$ cat config.mk
export PLATFORM = sky130hd
export DESIGN_NAME = inst_fetch
export DESIGN_NICKNAME = d
export VERILOG_FILES = /design/src/rtl/inst_fetch.sv
export SDC_FILE = /design/constraint.sdc
export NUM_CORES = 1
export LEC_CHECK = 0
export BUFFER_PORTS_ARGS = -buffer_cell sky130_fd_sc_hd__buf_2
export CELL_PAD_IN_SITES_DETAIL_PLACEMENT = 0
export CELL_PAD_IN_SITES_GLOBAL_PLACEMENT = 1
export CORE_MARGIN = 3
export CORE_UTILIZATION = 29
export DETAILED_ROUTE_END_ITERATION = 16
export PLACE_DENSITY = 0.75
export SYNTH_ARGS = -nofsm -noshare
export SYNTH_HDL_FRONTEND = slang
export SYNTH_SLANG_ARGS = --single-unit
$ cat constraint.sdc
create_clock -name clk -period 1.8 [get_ports clk]
set_input_delay 0.54 -clock clk [delete_from_list [all_inputs] [get_ports clk]]
set_output_delay 0.54 -clock clk [all_outputs]
set_load 0.02 [all_outputs]
$ cat src/rtl/inst_fetch.sv
// -----------------------------------------------------------------------------
// inst_fetch : instruction fetch stage with IF/ID pipeline register and an
// optional branch history table.
//
// Optional feature macro: BRANCH_PREDICT_EN
//   defined   -> BHT_ENTRIES-entry predictor {valid, 2-bit counter, target}
//   undefined -> no predictor storage, prediction always not-taken
//
// Ports
//   clk, rst_n          clock (rising edge), async active-low reset
//   imem_req            fetch request, high whenever out of reset
//   imem_addr           fetch address (current PC)
//   imem_ready/rdata    instruction memory response, valid when ready=1
//   id_stall            decode hold request
//   id_force_jump/next  decode-resolved jump and its target
//   ex_mispredict/pc    execute redirect after branch misprediction
//   ex_br_*             resolved-branch predictor update
//   inst, if_pc         IF/ID register: instruction word and its PC
//   if_branch_taken     IF/ID register: instruction was predicted taken
//   if_valid            IF/ID register holds a real instruction
// -----------------------------------------------------------------------------
module inst_fetch #(
  parameter logic [31:0] RESET_PC    = 32'h0000_0000,
  parameter int unsigned BHT_ENTRIES = 16
) (
  input  logic        clk,
  input  logic        rst_n,
  output logic        imem_req,
  output logic [31:0] imem_addr,
  input  logic        imem_ready,
  input  logic [31:0] imem_rdata,
  input  logic        id_stall,
  input  logic        id_force_jump,
  input  logic [31:0] id_next_pc,
  input  logic        ex_mispredict,
  input  logic [31:0] ex_redirect_pc,
  input  logic        ex_br_update,
  input  logic        ex_br_taken,
  input  logic [31:0] ex_br_pc,
  input  logic [31:0] ex_br_target,
  output logic [31:0] inst,
  output logic [31:0] if_pc,
  output logic        if_branch_taken,
  output logic        if_valid
);

  localparam int unsigned IDX_W = $clog2(BHT_ENTRIES);

  logic [31:0] pc_q, pc_d;
  logic [31:0] inst_q, inst_d;
  logic [31:0] if_pc_q, if_pc_d;
  logic        bt_q, bt_d;
  logic        valid_q, valid_d;

  logic        pred_taken;
  logic [31:0] pred_tgt;

`ifdef BRANCH_PREDICT_EN
  logic             bht_valid_q [BHT_ENTRIES];
  logic [1:0]       bht_ctr_q   [BHT_ENTRIES];
  logic [31:0]      bht_tgt_q   [BHT_ENTRIES];
  logic [IDX_W-1:0] rd_idx, wr_idx;
  logic             unused_bits;

  assign rd_idx = pc_q[IDX_W+1:2];
  assign wr_idx = ex_br_pc[IDX_W+1:2];
  assign unused_bits = ^{ex_br_pc[31:IDX_W+2], ex_br_pc[1:0]};

  // Lookup reads registered state, so a same-cycle update to the same
  // index is only visible from the next cycle on.
  assign pred_taken = bht_valid_q[rd_idx] && bht_ctr_q[rd_idx][1];
  assign pred_tgt   = bht_tgt_q[rd_idx];

  always_ff @(posedge clk or negedge rst_n) begin
    if (!rst_n) begin
      for (int unsigned i = 0; i < BHT_ENTRIES; i++) begin
        bht_valid_q[i] <= 1'b0;
        bht_ctr_q[i]   <= 2'b01;
        bht_tgt_q[i]   <= '0;
      end
    end else if (ex_br_update) begin
      bht_valid_q[wr_idx] <= 1'b1;
      bht_tgt_q[wr_idx]   <= ex_br_target;
      if (ex_br_taken) begin
        if (bht_ctr_q[wr_idx] != 2'b11) bht_ctr_q[wr_idx] <= bht_ctr_q[wr_idx] + 2'd1;
      end else begin
        if (bht_ctr_q[wr_idx] != 2'b00) bht_ctr_q[wr_idx] <= bht_ctr_q[wr_idx] - 2'd1;
      end
    end
  end
`else
  logic        unused_bits;
  logic [31:0] unused_cfg;

  assign pred_taken  = 1'b0;
  assign pred_tgt    = '0;
  assign unused_cfg  = 32'(BHT_ENTRIES) ^ 32'(IDX_W);
  assign unused_bits = ^{ex_br_update, ex_br_taken, ex_br_pc, ex_br_target, unused_cfg};
`endif

  // Next PC and IF/ID contents share one priority chain.
  always_comb begin
    pc_d    = pc_q;
    inst_d  = inst_q;
    if_pc_d = if_pc_q;
    bt_d    = bt_q;
    valid_d = valid_q;
    if (ex_mispredict) begin
      pc_d    = ex_redirect_pc;
      inst_d  = '0;
      if_pc_d = pc_q;
      bt_d    = 1'b0;
      valid_d = 1'b0;
    end else if (id_force_jump && !id_stall) begin
      pc_d    = id_next_pc;
      inst_d  = '0;
      if_pc_d = pc_q;
      bt_d    = 1'b0;
      valid_d = 1'b0;
    end else if (id_stall) begin
      pc_d = pc_q;
    end else if (!imem_ready) begin
      inst_d  = '0;
      if_pc_d = pc_q;
      bt_d    = 1'b0;
      valid_d = 1'b0;
    end else begin
      pc_d    = pred_taken ? pred_tgt : pc_q + 32'd4;
      inst_d  = imem_rdata;
      if_pc_d = pc_q;
      bt_d    = pred_taken;
      valid_d = 1'b1;
    end
  end

  always_ff @(posedge clk or negedge rst_n) begin
    if (!rst_n) begin
      pc_q    <= RESET_PC;
      inst_q  <= '0;
      if_pc_q <= RESET_PC;
      bt_q    <= 1'b0;
      valid_q <= 1'b0;
    end else begin
      pc_q    <= pc_d;
      inst_q  <= inst_d;
      if_pc_q <= if_pc_d;
      bt_q    <= bt_d;
      valid_q <= valid_d;
    end
  end

  assign imem_req        = rst_n;
  assign imem_addr       = pc_q;
  assign inst            = inst_q;
  assign if_pc           = if_pc_q;
  assign if_branch_taken = bt_q;
  assign if_valid        = valid_q;

endmodule

==> metrics list <==
- The net count of the finished layout is between 800 and 900.
- Startpoint type of the worst setup path: flip-flop
- Max-cap viol count: 0
- Final wirelength: 15400 um
- Data required time at the worst endpoint: about 1.3 ns
- Number of distinct library cells after synthesis: 52
- Global routing consumed, over all layers together, about 17% of the routing resources.
* Sequential share of the synthesized area: about half
- Of the cells placed in the final design, the portion with a size suffix greater than 1 is between 40% and 50%.
* Number of violations reported at the end of detailed-routing iteration 0: 156
- Number of antenna repair diodes: 0
- Setup violations, final: 0
* CTS tree: done
* Final Instance Area: 6640 um^2
- The area growth from synthesis to layout is 41.8%.
- In this run the cell area of the synthesized design comes to around 4700 um^2.
* Initial antenna violation count: 3
- During I/O placement, the number of pins put on the boundary was between 200 and 300.
- Via density per instance: 5.07
- Outcome: finished clean
* Post-detail-place hpwl: roughly 12000 um
- Total grt overflow: 0
- CTS buffer count: 9
* Post-detailed-route DRC marker count: 0
- Minimum period implied by the final worst setup slack: approximately 1.7 ns
- Setup repair after global routing left no endpoint under its margin.
* Period utilisation layout: 95.6%
- Max frequency: approximately 580 MHz
* Dpl cells: ~880
- Antenna-violating nets left: 0
- The clock passes through at most 2 buffers.
* Input/output buffers: 199
- Clk Tree Root Cell: sky130_fd_sc_hd__clkbuf_16
- From bottom edge to top edge, the die measures ~130 um.
- Number of synthesized register bits: 97
- Effective utilization at floorplan: between 30 and 40%
* Pin count of the biggest net entering global routing: slightly below 100
- In this run, synthesis inferred 0 flip-flops with an integrated enable.
- Summing over every cut layer, the via total after detailed routing is 4526.
* Critical setup path kind: reg2out
- The floorplan step set the die width to between 100 and 150 um.
- Async set-reset flop share out of synthesis: 100%
* Skew-Pair Late Insertion Delay: between 0.3 and 0.4 ns
- After clock tree synthesis, the clock-pin slew on the worst setup and hold paths is about 0.060 ns.
- Summed over all cells, the static leakage comes to around 0.0032 uW.
- The final max-slew violation count is 0.
* Worst Setup End Kind: primary output
- Pre-antenna DRT Iters: 4
- For the pin with the worst max-slew slack, the measured transition is roughly 0.53 ns.
- Count of final hold-check violations: 0
- In this run the tightest slew margin relative to its limit is between 60% and 70%.
- Core Area: roughly 15000 um^2
- Power density relative to cell area: roughly 900 nW/um^2
* Multi-input gate area in the final layout: between 2000 and 2500 um^2
- Layout filler cell count: between 1000 and 1500
- Maximum clock skew at final layout: a little under 0.009 ns
* Average cell area after synthesis: between 10 and 15 um^2
- At the end of routability-driven placement, the weighted congestion stood at between 0.8 and 0.9.
- DIE AREA: 17700 um^2
- The first global-routing pass estimated ~24000 um of wire.
- Critical-path maximum fanout: 5
- Summing all flip-flop and latch instances after layout gives approximately 2400 um^2.
- For this design, the sink count on the clock tree is 97.
- Class of the most critical hold timing path: in2async
* Yosys warnings: 0
* Non-Filler Instances: just under 900
- Number of cell rows: 45
- Synth Instances: between 400 and 500
- Counting every net in the synthesized netlist gives ~610.
- Across the VDD grid, the largest voltage drop is around 0.97 mV.
* Via count of the first global-routing pass: about 4700
- Wire length per cell after detailed routing: 17.3 um
- Post-DP Area: around 6300 um^2
- Post-synth top flop: sky130_fd_sc_hd__dfrtp_1
* Arrival time at the worst endpoint: approximately 1.2 ns
- The H-tree was split into 3 levels.
## sequential cells by signal, indices dropped and copies added (netlist names)
signal and flops:
if_valid 1, if_pc 32, imem_addr 32, inst 32
## cells in the final DEF (no fill, tap or decap), drive strengths merged, types with 3 or more instances in the layout
master | Yosys | layout
xor2 | 5 | 5
nand3 | 15 | 15
a221oi | 7 | 7
mux2 | 32 | 32
inv | 4 | 4
a31oi | 7 | 7
o21a | 3 | 3
nor2 | 20 | 20
a211oi | 4 | 4
o311ai | 5 | 5
and4 | 3 | 3
clkbuf | 15 | 10
nand2b | 3 | 3
and3 | 15 | 15
and2 | 4 | 4
a22o | 32 | 32
a21oi | 27 | 27
nand2 | 34 | 34
buf | 21 | 260
o21ai | 35 | 35
or3 | 7 | 7
o221ai | 3 | 3
dfrtp | 97 | 97
a221o | 3 | 3
nor3 | 7 | 7
nand4 | 9 | 9
a41oi | 3 | 3
## power by group
part,switching (uW),internal [uW]
Clock,821,1210
Combinational,855,626
Sequential,143,2400
## logic make-up after synthesis
kind of cell,synth area share [%]
fa+ha+maj,0.267
xor+xnor,1.12
mux,8.13
other cells,0.0801
buf+inv,4.14
simple gates,14.3
compound gates,20.1
flops,51.9
## stage by stage
step | util [%] | hold slack, ns | total power [uW] | setup TNS [ns] | setup WS [ns]
after floorplan | - | 0.244 | 3340 | 0 | 0.0165
after global placement | 40.8 | 0.463 | 4040 | -0.225 | -0.0659
after detailed placement | 40.8 | 0.475 | 4080 | -0.432 | -0.120
after CTS | 42.8 | 0.335 | 6150 | 0 | 0.0417
after global routing | 42.9 | 0.344 | 6380 | 0 | 0.0209
final | 42.9 | 0.301 | 6060 | 0 | 0.0786
## Yosys cell counts, drive strengths merged (5+ instances only)
| cell | n | area (um^2) |
|---|---|---|
| nor2 | 20 | 77.6 |
| buf | 21 | 123 |
| a22o | 32 | 280 |
| dfrtp | 97 | 2430 |
| a221oi | 7 | 61.3 |
| nand4 | 9 | 56.3 |
| nand3 | 15 | 75.1 |
| mux2 | 32 | 360 |
| clkbuf | 15 | 56.3 |
| xor2 | 5 | 43.8 |
| nor3 | 7 | 45.0 |
| o21ai | 35 | 175 |
| and3 | 15 | 93.8 |
| a21oi | 27 | 135 |
| a31oi | 7 | 43.8 |
| o311ai | 5 | 43.8 |
| or3 | 7 | 43.8 |
| nand2 | 34 | 128 |
## metal layers
metal	track usage [%]	up-vias	routed length (um)
li1	-	2133	-
met1	20.8	2203	6610
met2	28.9	157	7580
met3	5.10	27	964
met4	5.66	6	241
met5	0	-	44
## repair_timing
| item | in CTS | in global routing |
|---|---|---|
| setup endpoints to repair | 4 | 8 |
| gates resized for setup | 1 | 4 |
| setup buffers | 0 | 0 |
| hold buffers | 0 | 0 |
## final cells by class
cell class	count	area share, %
timing repair buffer	260	23.1
tap	211	3.98
inverter	4	0.226
sequential	97	36.6
clock inverter	5	1.23
clock buffer	10	3.45
multi-input combinational	305	31.4
## path summary, 6_finish.rpt
kind	slack, ns	from	endpoint	cells past startpoint
setup reg to reg	0.09	imem_addr[2]	imem_addr[6]	7
hold / removal	0.30	rst_n	inst[2]	2
max in group asynchronous	1.08	rst_n	imem_addr[2]	2
min in group clk	0.41	imem_rdata[13]	inst[13]	2
setup / recovery	0.08	imem_addr[2]	imem_addr[2]	3
hold reg to reg	0.48	if_pc[20]	if_pc[20]	2
## critical path, stage by stage (launching register included)
cell	delay [ns]
sky130_fd_sc_hd__dfrtp_2	0.40
sky130_fd_sc_hd__buf_4	0.14
sky130_fd_sc_hd__buf_4	0.15
sky130_fd_sc_hd__buf_2	0.16
Note: power is estimated with default switching activity, not from simulation.
